==> config.mk <==
export PLATFORM = sky130hd
export DESIGN_NAME = water_flow_monitor
export DESIGN_NICKNAME = d
export VERILOG_FILES = /design/src/rtl/water_flow_monitor.sv
export SDC_FILE = /design/constraint.sdc
export NUM_CORES = 1
export LEC_CHECK = 0
export CAP_MARGIN = 20
export CORE_ASPECT_RATIO = 1.1
export CORE_MARGIN = 4
export CORE_UTILIZATION = 45
export DETAILED_ROUTE_END_ITERATION = 12
export PLACE_DENSITY = 0.66
export SYNTH_ARGS = -nofsm -noshare
export SYNTH_HDL_FRONTEND = slang
export SYNTH_SLANG_ARGS = --single-unit
==> constraint.sdc <==
create_clock -name clk -period 7.7 [get_ports clk]
set_clock_uncertainty 0.05 [all_clocks]
set_input_delay 1.54 -clock clk [delete_from_list [all_inputs] [get_ports clk]]
set_output_delay 1.54 -clock clk [all_outputs]
set_load 0.005 [all_outputs]
==> src/rtl/water_flow_monitor.sv <==
// water_flow_monitor: watches drum level progress while the controller fills
// or drains. A window counts as bad when the level has not moved at least
// MIN_DELTA in the commanded direction. STRIKE_LIMIT consecutive bad windows
// latch water_flow_error until water_flow_reset is asserted.
module water_flow_monitor #(
   parameter int WINDOW_CYCLES = 16,
   parameter int MIN_DELTA     = 2,
   parameter int STRIKE_LIMIT  = 3
) (
   input  logic       clk,
   input  logic       reset,
   input  logic       water_flow_reset,
   input  logic       water_flow_mode,
   input  logic [9:0] water_level_sensor,
   output logic       water_flow_error,
   output logic       monitor_active,
   output logic [3:0] strike_count
);

   localparam int             WCW      = $clog2(WINDOW_CYCLES);
   localparam logic [WCW-1:0] WIN_LOAD = WCW'(WINDOW_CYCLES - 1);
   localparam logic [10:0]    DELTA    = 11'(MIN_DELTA);
   localparam logic [3:0]     LIMIT    = 4'(STRIKE_LIMIT);

   typedef enum logic [1:0] {IDLE, MONITOR, FAULT} state_t;

   state_t         r_state;
   logic [9:0]     r_baseline;
   logic           r_mode_q;
   logic [WCW-1:0] r_win_cnt;
   logic [3:0]     r_strike;
   logic           r_error;
   logic           r_active;

   logic           w_good;
   logic [3:0]     w_strike_inc;

   // Window verdict: compares are done at 11 bits so baseline + delta never wraps.
   // A pinned-full (fill) or empty (drain) level cannot move further and is good.
   function automatic logic window_good(input logic       fill,
                                        input logic [9:0] base,
                                        input logic [9:0] level);
      logic ok;
      if (fill)
         ok = ({1'b0, level} >= ({1'b0, base} + DELTA)) || (level == 10'd1023);
      else
         ok = ({1'b0, base} >= ({1'b0, level} + DELTA)) || (level == 10'd0);
      return ok;
   endfunction

   assign w_good       = window_good(r_mode_q, r_baseline, water_level_sensor);
   assign w_strike_inc = r_strike + 4'd1;

   // Supervision FSM: arm, count windows, score them, latch the fault.
   always_ff @(posedge clk or negedge reset) begin
      if (!reset) begin
         r_state    <= IDLE;
         r_baseline <= '0;
         r_mode_q   <= 1'b0;
         r_win_cnt  <= '0;
         r_strike   <= '0;
         r_error    <= 1'b0;
         r_active   <= 1'b0;
      end else if (water_flow_reset) begin
         r_state  <= IDLE;
         r_strike <= '0;
         r_error  <= 1'b0;
         r_active <= 1'b0;
      end else begin
         case (r_state)
            IDLE: begin
               r_baseline <= water_level_sensor;
               r_mode_q   <= water_flow_mode;
               r_win_cnt  <= WIN_LOAD;
               r_strike   <= '0;
               r_state    <= MONITOR;
               r_active   <= 1'b1;
            end
            MONITOR: begin
               if (water_flow_mode != r_mode_q) begin
                  // Direction change: discard the current window and start over.
                  r_baseline <= water_level_sensor;
                  r_mode_q   <= water_flow_mode;
                  r_win_cnt  <= WIN_LOAD;
                  r_strike   <= '0;
               end else if (r_win_cnt != '0) begin
                  r_win_cnt <= r_win_cnt - 1'b1;
               end else if (!w_good && (w_strike_inc == LIMIT)) begin
                  r_strike <= w_strike_inc;
                  r_error  <= 1'b1;
                  r_active <= 1'b0;
                  r_state  <= FAULT;
               end else begin
                  r_strike   <= w_good ? 4'd0 : w_strike_inc;
                  r_baseline <= water_level_sensor;
                  r_win_cnt  <= WIN_LOAD;
               end
            end
            FAULT: begin
               r_error <= 1'b1;
            end
            default: begin
               r_state  <= IDLE;
               r_active <= 1'b0;
            end
         endcase
      end
   end

   assign water_flow_error = r_error;
   assign monitor_active   = r_active;
   assign strike_count     = r_strike;

endmodule

; Yosys cells after proc, flatten, opt, wreduce, memory -nomap -nowiden
; Cells that the tools add are included.
[op_classes]
add_sub_neg = 4
magnitude_cmp = 2
reduce_logical = 16
mux = 32
bitwise_logic = 1
n_eq_ne = 14
[ops]
columns = op, n
row1 = 4-bit 2-to-1 mux, 8
row2 = 10-bit 2-to-1 mux, 3
row3 = 10-bit by 2-bit adder with 11-bit output (second input constant), 2
row4 = 10-bit by 11-bit >= comparator with 1-bit output, 2
row5 = 10-bit case mux with 2 select lines, 1
row6 = 4-bit case mux with 2 select lines, 2
row7 = 3-bit != test (second input constant), 5
row8 = 4-bit AND reduction, 3
row9 = 10-bit equality test (second input constant), 1
row10 = 10-bit zero test, 1
row11 = 1-bit 2-to-1 mux, 10
row12 = 2-bit 2-to-1 mux, 4
row13 = 4-bit != test (second input constant), 2
row14 = 2-bit case mux with 3 select lines, 1
row15 = 3-bit AND reduction, 2
row16 = 3-bit nonzero test, 2
row17 = 4-bit by 1-bit adder with 4-bit output (second input constant), 1
row18 = 4-bit by 2-bit equality test with 1-bit output (second input constant), 1
row19 = 2-bit != test (second input constant), 2
row20 = 1-bit case mux with 2 select lines, 2
row21 = 4-bit nonzero test, 1
row22 = 4-bit by 1-bit subtractor with 4-bit output (second input constant), 1
row23 = 1-bit case mux with 3 select lines, 1
row24 = 2-bit by 1-bit equality test with 1-bit output (second input constant), 1
row25 = other kinds (9), 10
[word_totals]
word_cells = 76
in_bits = 14
out_inout_bits = 6
register_bits = 23

; Longest topological paths before layout
; Gate-level depths: netlist (run 1).
[logic_depth]
word_depth = 11
ltp_mapped = 12
ltp_nobuf = 12

; Worst setup path before layout (run 1)
; Ideal clock, no wire load.
[synth_path]
path_type = input-to-reg
startpoint = input port water_level_sensor[1]
endpoint = register r_baseline[2]
stages = 11
slack_ps = 3776
t_required_ps = 7525
path_buffers = 0
arrival_ps = 3749
cell_sequence = ha_1 > and3_1 > and3_1 > xnor2_1 > ha_1 > a21oi_1 > o21ai_0 > a21oi_1 > nor2_1 > o31ai_4 > mux2_2
[synth_via]
elab_chain_len = 8
[synth_lines]
columns = item, line_no
row1 = "start, declared", 14  ; input logic [9:0] water_level_sensor,
row2 = 10-bit by 2-bit adder with 11-bit output, 47  ; ok = ({1'b0, base} >= ({1'b0, level} + DELTA)) || (level == 10'd0);
row3 = 10-bit by 11-bit >= comparator with 1-bit output, 47
row4 = 1-bit logical OR, 47
row5 = 1-bit 2-to-1 mux (*), 44  ; if (fill)
row6 = 1-bit zero test (*), 88  ; end else if (!w_good && (w_strike_inc == LIMIT)) begin
row7 = 1-bit logical AND (*), 88
row8 = 3-bit != test (no source line) (*), -
row9 = 4-bit AND reduction (no source line) (*), -
row10 = "end signal, assigned", 72  ; r_baseline <= water_level_sensor;
row11 = "end signal, assigned", 82  ; r_baseline <= water_level_sensor;
row12 = "end signal, assigned", 95  ; r_baseline <= water_level_sensor;
row13 = "end, declared", 28  ; logic [9:0] r_baseline;
; Every way passes the cells marked *; elsewhere a longest branch is shown, timed or not.
; A chain may end at the register's enable or synchronous reset.

; Final worst setup path (run 1)
[layout_path]
startpoint = input port water_level_sensor[4]
endpoint = register r_baseline[9]
; Same word-level chain as after synthesis.

==> impl_metrics.tcl, run 1 <==
set metrics [dict create \
    drv_cap 0 \
    stdcell_area_mm2 0.00209 \
    clock_path_buffers 2 \
    synth_xor_area_share_pct 7.27 \
    die_x_um 68.4 \
    row_count 23 \
    synthesis.area_mm2 0.00181 \
    crit_buf_inv 1 \
    synthMuxAreaShare_pct 6.16 \
    crit_family "compound AO/OA/AOI/OAI gates" \
    fmax_mhz 210 \
    period_needed_ns 4.76 \
    ios 20 \
    grt_overflow 0 \
    clock-sinks 22 \
    cts_resized 0 \
    cts_tree "built" \
    syn_to_final_growth_pct 15.6 \
    tns_ns 0 \
    grt_pass1_wl_um 6940 \
    synth_compound_area_share_pct 15.0 \
    p_per_area_mw_per_mm2 160 \
    antenna_found_initial 0 \
    synth_top_family_by_area "simple AND/OR/NAND/NOR gates" \
    viasPerCell 5.74 \
    syn_inst 198 \
    fin_cells 268 \
    clk-insertion-delay-late_ns 0.25 \
    hpwl_um 3110 \
    ctsHoldBuffers 0 \
    track_usage_pct 17.7 \
    worst_slew_margin_rel_pct 34.7 \
    setup_viol 0 \
    outcome "finished, final reports clean" \
    grt_pass1_vias 1605 \
    place.gp.congestion 0.878 \
    cts_max_level 1 \
    floorplan.initialDensity_pct 47.9 \
    synth_warnings 0 \
    yosys.area_share.adder_pct 16.6 \
    worstPathArrival_ns 4.84 \
    synth_cell_types 40 \
    worst_pin_slew_ns 0.977 \
    path_class "input port to register" \
    seq_area_frac_synth_pct 30.5 \
    layout.nets 258 \
    dpl-instance-area_mm2 0.00205 \
    cts_root_buf "clkbuf_8" \
    first_iter_violations 44 \
    cpPeakStageDelay_ns 0.62 \
    n_antenna_cell 0 \
    avgSynthCellArea_um2 9.12 \
    cp_slowest_cell "clkdlybuf4s50_1" \
    worst_path_most_repeated_cell "a21oi_1" \
    irDropWorstVdd_uv 85.1 \
    crit_path_end_kind "register" \
    ant_nets 0 \
    drive_above_1_share_pct 7.80 \
    min_path_type "register to register" \
    cts-buffers-inserted 3 \
    finalWirelength_um 3940 \
    rsz0062_at_grt "false" \
    die_y_um 74.5 \
    ff2ff_setup_slack_ns 4.45 \
    synth-simple-area-share_pct 21.9 \
    cp_max_fo 10 \
    min_period_over_period_pct 61.8 \
    vias 1539 \
    place_inst 265 \
    leakagePower_nw 0.902 \
    worstPathCellList "clkdlybuf4s50_1 -> and4_1 -> nand4_1 -> xor2_1 -> ha_1 -> a21o_1 -> a21oi_1 -> o21ai_0 -> a21oi_1 -> nor2_1 -> o31ai_4 -> mux2_2" \
    post_cts_buffers 0 \
    final-hold-violation-count 0 \
    critPathLaunchType "input port" \
    core_area_mm2 0.00377 \
    dieArea_mm2 0.00509 \
    slew_violations 0 \
    wire_per_inst_um 14.7 \
    cts.clk_slew.worst_paths_ns 0.07 \
    grt_max_degree 23 \
    drc 0 \
    dr.pass1.iters 4 \
    synth_seq_cells 22 \
    syn-num-nets 236 \
    worstPathRequired_ns 7.79 \
    port_buffers 19 \
]
cells by family after synthesis:
logic type               count (synthesis)
AO/OA/AOI/OAI                           40
XOR/XNOR                                15
adder cells (fa/ha/maj)                 24
buffers and inverters                   11
flip-flops                              22
multiplexers                            10
AND/OR/NAND/NOR                         76
power by group:
group	internal, mW	total, mW	switching (mW)
clock network	0.0348	0.0680	0.0332
logic	0.0578	0.121	0.0635
registers	0.129	0.146	0.0166
total	0.221	0.335	0.113
final timing paths:
check | startpoint | endpoint | cells past startpoint
max | water_level_sensor[4] | r_baseline[9] | 12
min | r_state[0] | r_state[1] | 1
max reg2reg | r_baseline[5] | r_baseline[9] | 12
min reg2reg | r_state[0] | r_state[1] | 1
max in group asynchronous | reset | r_baseline[6] | 1
min in group asynchronous | reset | water_flow_error | 1
per-stage QoR:
step           power [mW]  utilization [%]  hold WS, ns  worst slack [ns]
6_report            0.335             55.4        0.488              2.94
5_1_grt             0.363             55.4        0.537              2.74
4_1_cts             0.338             55.4        0.500              2.95
3_5_place_dp        0.269             54.3        0.475              2.69
3_3_place_gp        0.263             54.3        0.482              2.82
2_1_floorplan       0.232                -        0.451              3.78
state kept, by name, indices dropped and copies added, names as in the netlist:
name / cells
r_baseline: 10
r_mode_q: 1
r_state: 2
r_win_cnt: 4
strike_count: 4
water_flow_error: 1
placed cells by master, fill, tap and decap left out, types with 2 or more instances in the layout:
master | Yosys | final
nand3_1 | 12 | 12
nand2b_1 | 4 | 4
and4_1 | 2 | 2
mux2_2 | 8 | 8
xnor2_1 | 9 | 9
nand2_1 | 15 | 15
clkbuf_8 | 0 | 3
inv_1 | 9 | 9
a21o_1 | 5 | 5
nor2_1 | 15 | 15
ha_1 | 24 | 24
nor3_1 | 6 | 6
o21ai_0 | 10 | 10
and3_1 | 7 | 7
a21boi_0 | 2 | 2
dfrtp_1 | 22 | 22
or2_2 | 2 | 2
nand4_1 | 6 | 6
xor2_1 | 6 | 6
a31oi_1 | 4 | 4
clkdlybuf4s50_1 | 0 | 19
nor4_1 | 2 | 2
a21oi_1 | 9 | 9
Yosys cell counts, drive strengths merged:
| cell type | n | area (um2) |
|---|---|---|
| a31o | 1 | 8.76 |
| buf | 2 | 12.5 |
| or3 | 1 | 6.26 |
| nor4 | 2 | 12.5 |
| nor4b | 1 | 15.0 |
| and3b | 1 | 8.76 |
| o41ai | 1 | 8.76 |
| o22a | 1 | 8.76 |
| a211o | 1 | 8.76 |
| or2 | 3 | 18.8 |
| nand2b | 4 | 25.0 |
| o31ai | 1 | 21.3 |
| a21boi | 2 | 15.0 |
| mux2i | 1 | 10.0 |
| nand3b | 1 | 7.51 |
| and3 | 7 | 43.8 |
| mux2 | 9 | 101 |
| a31oi | 4 | 25.0 |
| o221ai | 1 | 8.76 |
| o2bb2ai | 1 | 8.76 |
| xor2 | 6 | 52.6 |
| nor2 | 15 | 56.3 |
| a21o | 5 | 37.5 |
| nand2 | 15 | 56.3 |
| o21a | 1 | 7.51 |
| nand4 | 6 | 37.5 |
| a21oi | 10 | 53.8 |
| xnor2 | 9 | 78.8 |
| inv | 9 | 33.8 |
| o32ai | 1 | 8.76 |
| o21ai | 10 | 50.1 |
| nand3 | 12 | 60.1 |
| ha | 24 | 300 |
| dfrtp | 22 | 551 |
| and4 | 2 | 17.5 |
| nor3 | 6 | 30.0 |
per-layer routing:
| layer | global-route usage [%] | part of all wire (%) | up-vias |
|---|---|---|---|
| met5 | 0 | 0 | - |
| met4 | 5.52 | 0.86 | 0 |
| met3 | 1.96 | 2.8 | 4 |
| met2 | 31.2 | 49 | 27 |
| met1 | 22.2 | 47 | 735 |
| li1 | - | - | 773 |
area by class of cell:
class,instances,area [um2]
multi-input combinational,165,1210
clock buffer,3,41.3
tap,50,62.6
sequential,22,551
inverter,9,33.8
timing repair buffer,19,190
fill,350,1680
Note: power is estimated with default switching activity, not from simulation.
==> run 2, diff against run 1 <==
--- a/config.mk
+++ b/config.mk
@@ -10,7 +10,7 @@
 export CORE_MARGIN = 4
 export CORE_UTILIZATION = 45
 export DETAILED_ROUTE_END_ITERATION = 12
-export PLACE_DENSITY = 0.66
+export PLACE_DENSITY = 0.69
 export SYNTH_ARGS = -nofsm -noshare
 export SYNTH_HDL_FRONTEND = slang
 export SYNTH_SLANG_ARGS = --single-unit
==> constraint.sdc (replaced) <==
create_clock -name clk -period 4.1 [get_ports clk]
set_clock_uncertainty 0.05 [all_clocks]
set_input_delay 0.82 -clock clk [delete_from_list [all_inputs] [get_ports clk]]
set_output_delay 0.82 -clock clk [all_outputs]
set_load 0.005 [all_outputs]
==> run 2 against run 1 <==
  * Combinational power grew 93%
  * Design area grew 3.7%
  * Wire length grew 0.41%
  * Hold slack gained 0.0066 ns
  * Register-to-register slack lost 3.4 ns
  * Flip-flop and latch count is the same
  * Global-route usage shrank 0.37 points
  * Critical path depth grew 1
  * Sequential power grew 88%
  * Via count shrank 1.2%
  * Non-clock buffer count grew 6
  * Total power grew 98%
==> impl_metrics.tcl, run 2 (synthesized netlist as in run 1, its figures left out) <==
set metrics [dict create \
    worstPathCellList "clkdlybuf4s50_1 -> and4_1 -> nand4_1 -> xor2_1 -> ha_1 -> a21o_1 -> a21oi_1 -> o21ai_0 -> a21oi_1 -> nor2_1 -> o31ai_4 -> buf_4 -> mux2_2" \
    stdcell_area_mm2 0.00216 \
    holdPathEnd "r_state[1]" \
    hpwl_um 3090 \
    crit_path_end_kind "register" \
    tns_ns 0 \
    min_path_type "register to register" \
    cp-startpoint "water_level_sensor[2]" \
    cts_resized 0 \
    cts_tree "built" \
    critPathLaunchType "input port" \
    layout.nets 264 \
    cts_root_buf "clkbuf_8" \
    power_mw 0.662 \
    leakagePower_nw 0.945 \
    p_per_area_mw_per_mm2 306 \
    slew_violations 0 \
    fillers 336 \
    min_period_over_period_pct 90.9 \
    grt_pass1_wl_um 6810 \
    viasPerCell 5.53 \
    layout_commonest_cell "ha_1" \
    drc 0 \
    rsz0062_at_grt "false" \
    dieArea_mm2 0.00509 \
    crit_buf_inv 2 \
    period_needed_ns 3.73 \
    fmax_mhz 268 \
    r2r_start "r_baseline[5]" \
    core_area_mm2 0.00377 \
    n_antenna_cell 0 \
    syn_to_final_growth_pct 19.8 \
    worstPathRequired_ns 4.19 \
    vias 1520 \
    holdCritStartpoint "r_state[0]" \
    track_usage_pct 17.3 \
    cts-buffers-inserted 3 \
    ios 20 \
    final_core_util_pct 57.4 \
    top_register "r_baseline" \
    place.gp.congestion 0.857 \
    reg2reg_depth 13 \
    drv_cap 0 \
    ant_nets 0 \
    first_iter_violations 88 \
    cts.clk_slew.worst_paths_ns 0.08 \
    die_x_um 68.4 \
    path_class "input port to register" \
    cp_slowest_cell "clkdlybuf4s50_1" \
    regToRegEndpoint "r_baseline[2]" \
    worst_slew_margin_rel_pct 69.7 \
    fin_hold_ws_ns 0.495 \
    port_buffers 19 \
    cp_max_fo 10 \
    dpl-instance-area_mm2 0.00208 \
    clk-insertion-delay-late_ns 0.26 \
    post_cts_buffers 0 \
    place_inst 270 \
    row_count 23 \
    floorplan.initialDensity_pct 47.9 \
    clock-sinks 22 \
    worstPathArrival_ns 3.82 \
    grt_pass1_vias 1467 \
    dr.pass1.iters 4 \
    crit_family "compound AO/OA/AOI/OAI gates" \
    die_y_um 74.5 \
    fin_cells 275 \
    setup_viol 0 \
    setup_ws_ns 0.374 \
    worst_path_most_repeated_cell "a21oi_1" \
    antenna_found_initial 0 \
    irDropWorstVdd_uv 162 \
    pre_cts_ws_ns 0.0836 \
    min_path_cells 1 \
    grt_max_degree 23 \
    drive_above_1_share_pct 10.7 \
    final-hold-violation-count 0 \
    regArea_um2 551 \
    ff2ff_setup_slack_ns 1.02 \
    multi_input_area_mm2 0.00121 \
    wire_per_inst_um 14.4 \
    finalWirelength_um 3950 \
    largest_reg_flops 10 \
    cts_max_level 1 \
    layout_common_cells "ha_1 (24), dfrtp_1 (22), clkdlybuf4s50_1 (19)" \
    outcome "finished, final reports clean" \
    worst_pin_slew_ns 0.450 \
    clock_path_buffers 2 \
    grt_overflow 0 \
    worst-path-stages 13 \
    ctsHoldBuffers 0 \
    cpPeakStageDelay_ns 0.58 \
]
-- run 2: cell types whose count changed in the layout (fill, tap and decap cells not counted), sizes merged --
cell / before / now
clkbuf: 3 / 5
buf: 0 / 5
-- run 2: worst max-delay path by stage --
stage	endpoint	slack, ns
2_1_floorplan	r_baseline[2]	0.90
3_3_place_gp	r_baseline[7]	0.16
3_5_place_dp	r_baseline[2]	0.08
4_1_cts	r_baseline[2]	0.36
5_1_grt	r_baseline[5]	0.13
6_report	r_baseline[2]	0.37
-- run 2: routing by layer --
metal	GRT usage, %	wire (um)	vias to the layer above
met5	0	0	-
met4	6.18	63	0
met3	1.81	146	6
met2	26.8	1810	32
met1	24.8	1940	692
li1	-	-	790
-- run 2: cell type report --
class                           count  area share [%]
Sequential cell                    22            25.4
Inverter                            9            1.56
Clock buffer                        4            2.54
Multi-Input combinational cell    165            55.9
Timing Repair Buffer               25            11.7
Tap cell                           50            2.89
-- run 2: where the power goes --
part           internal [mW]  switching (mW)  leakage (nW)
Clock                 0.0855          0.0686        0.0288
Sequential             0.242          0.0317         0.264
Combinational          0.114           0.120         0.652
Total                  0.442           0.220         0.945
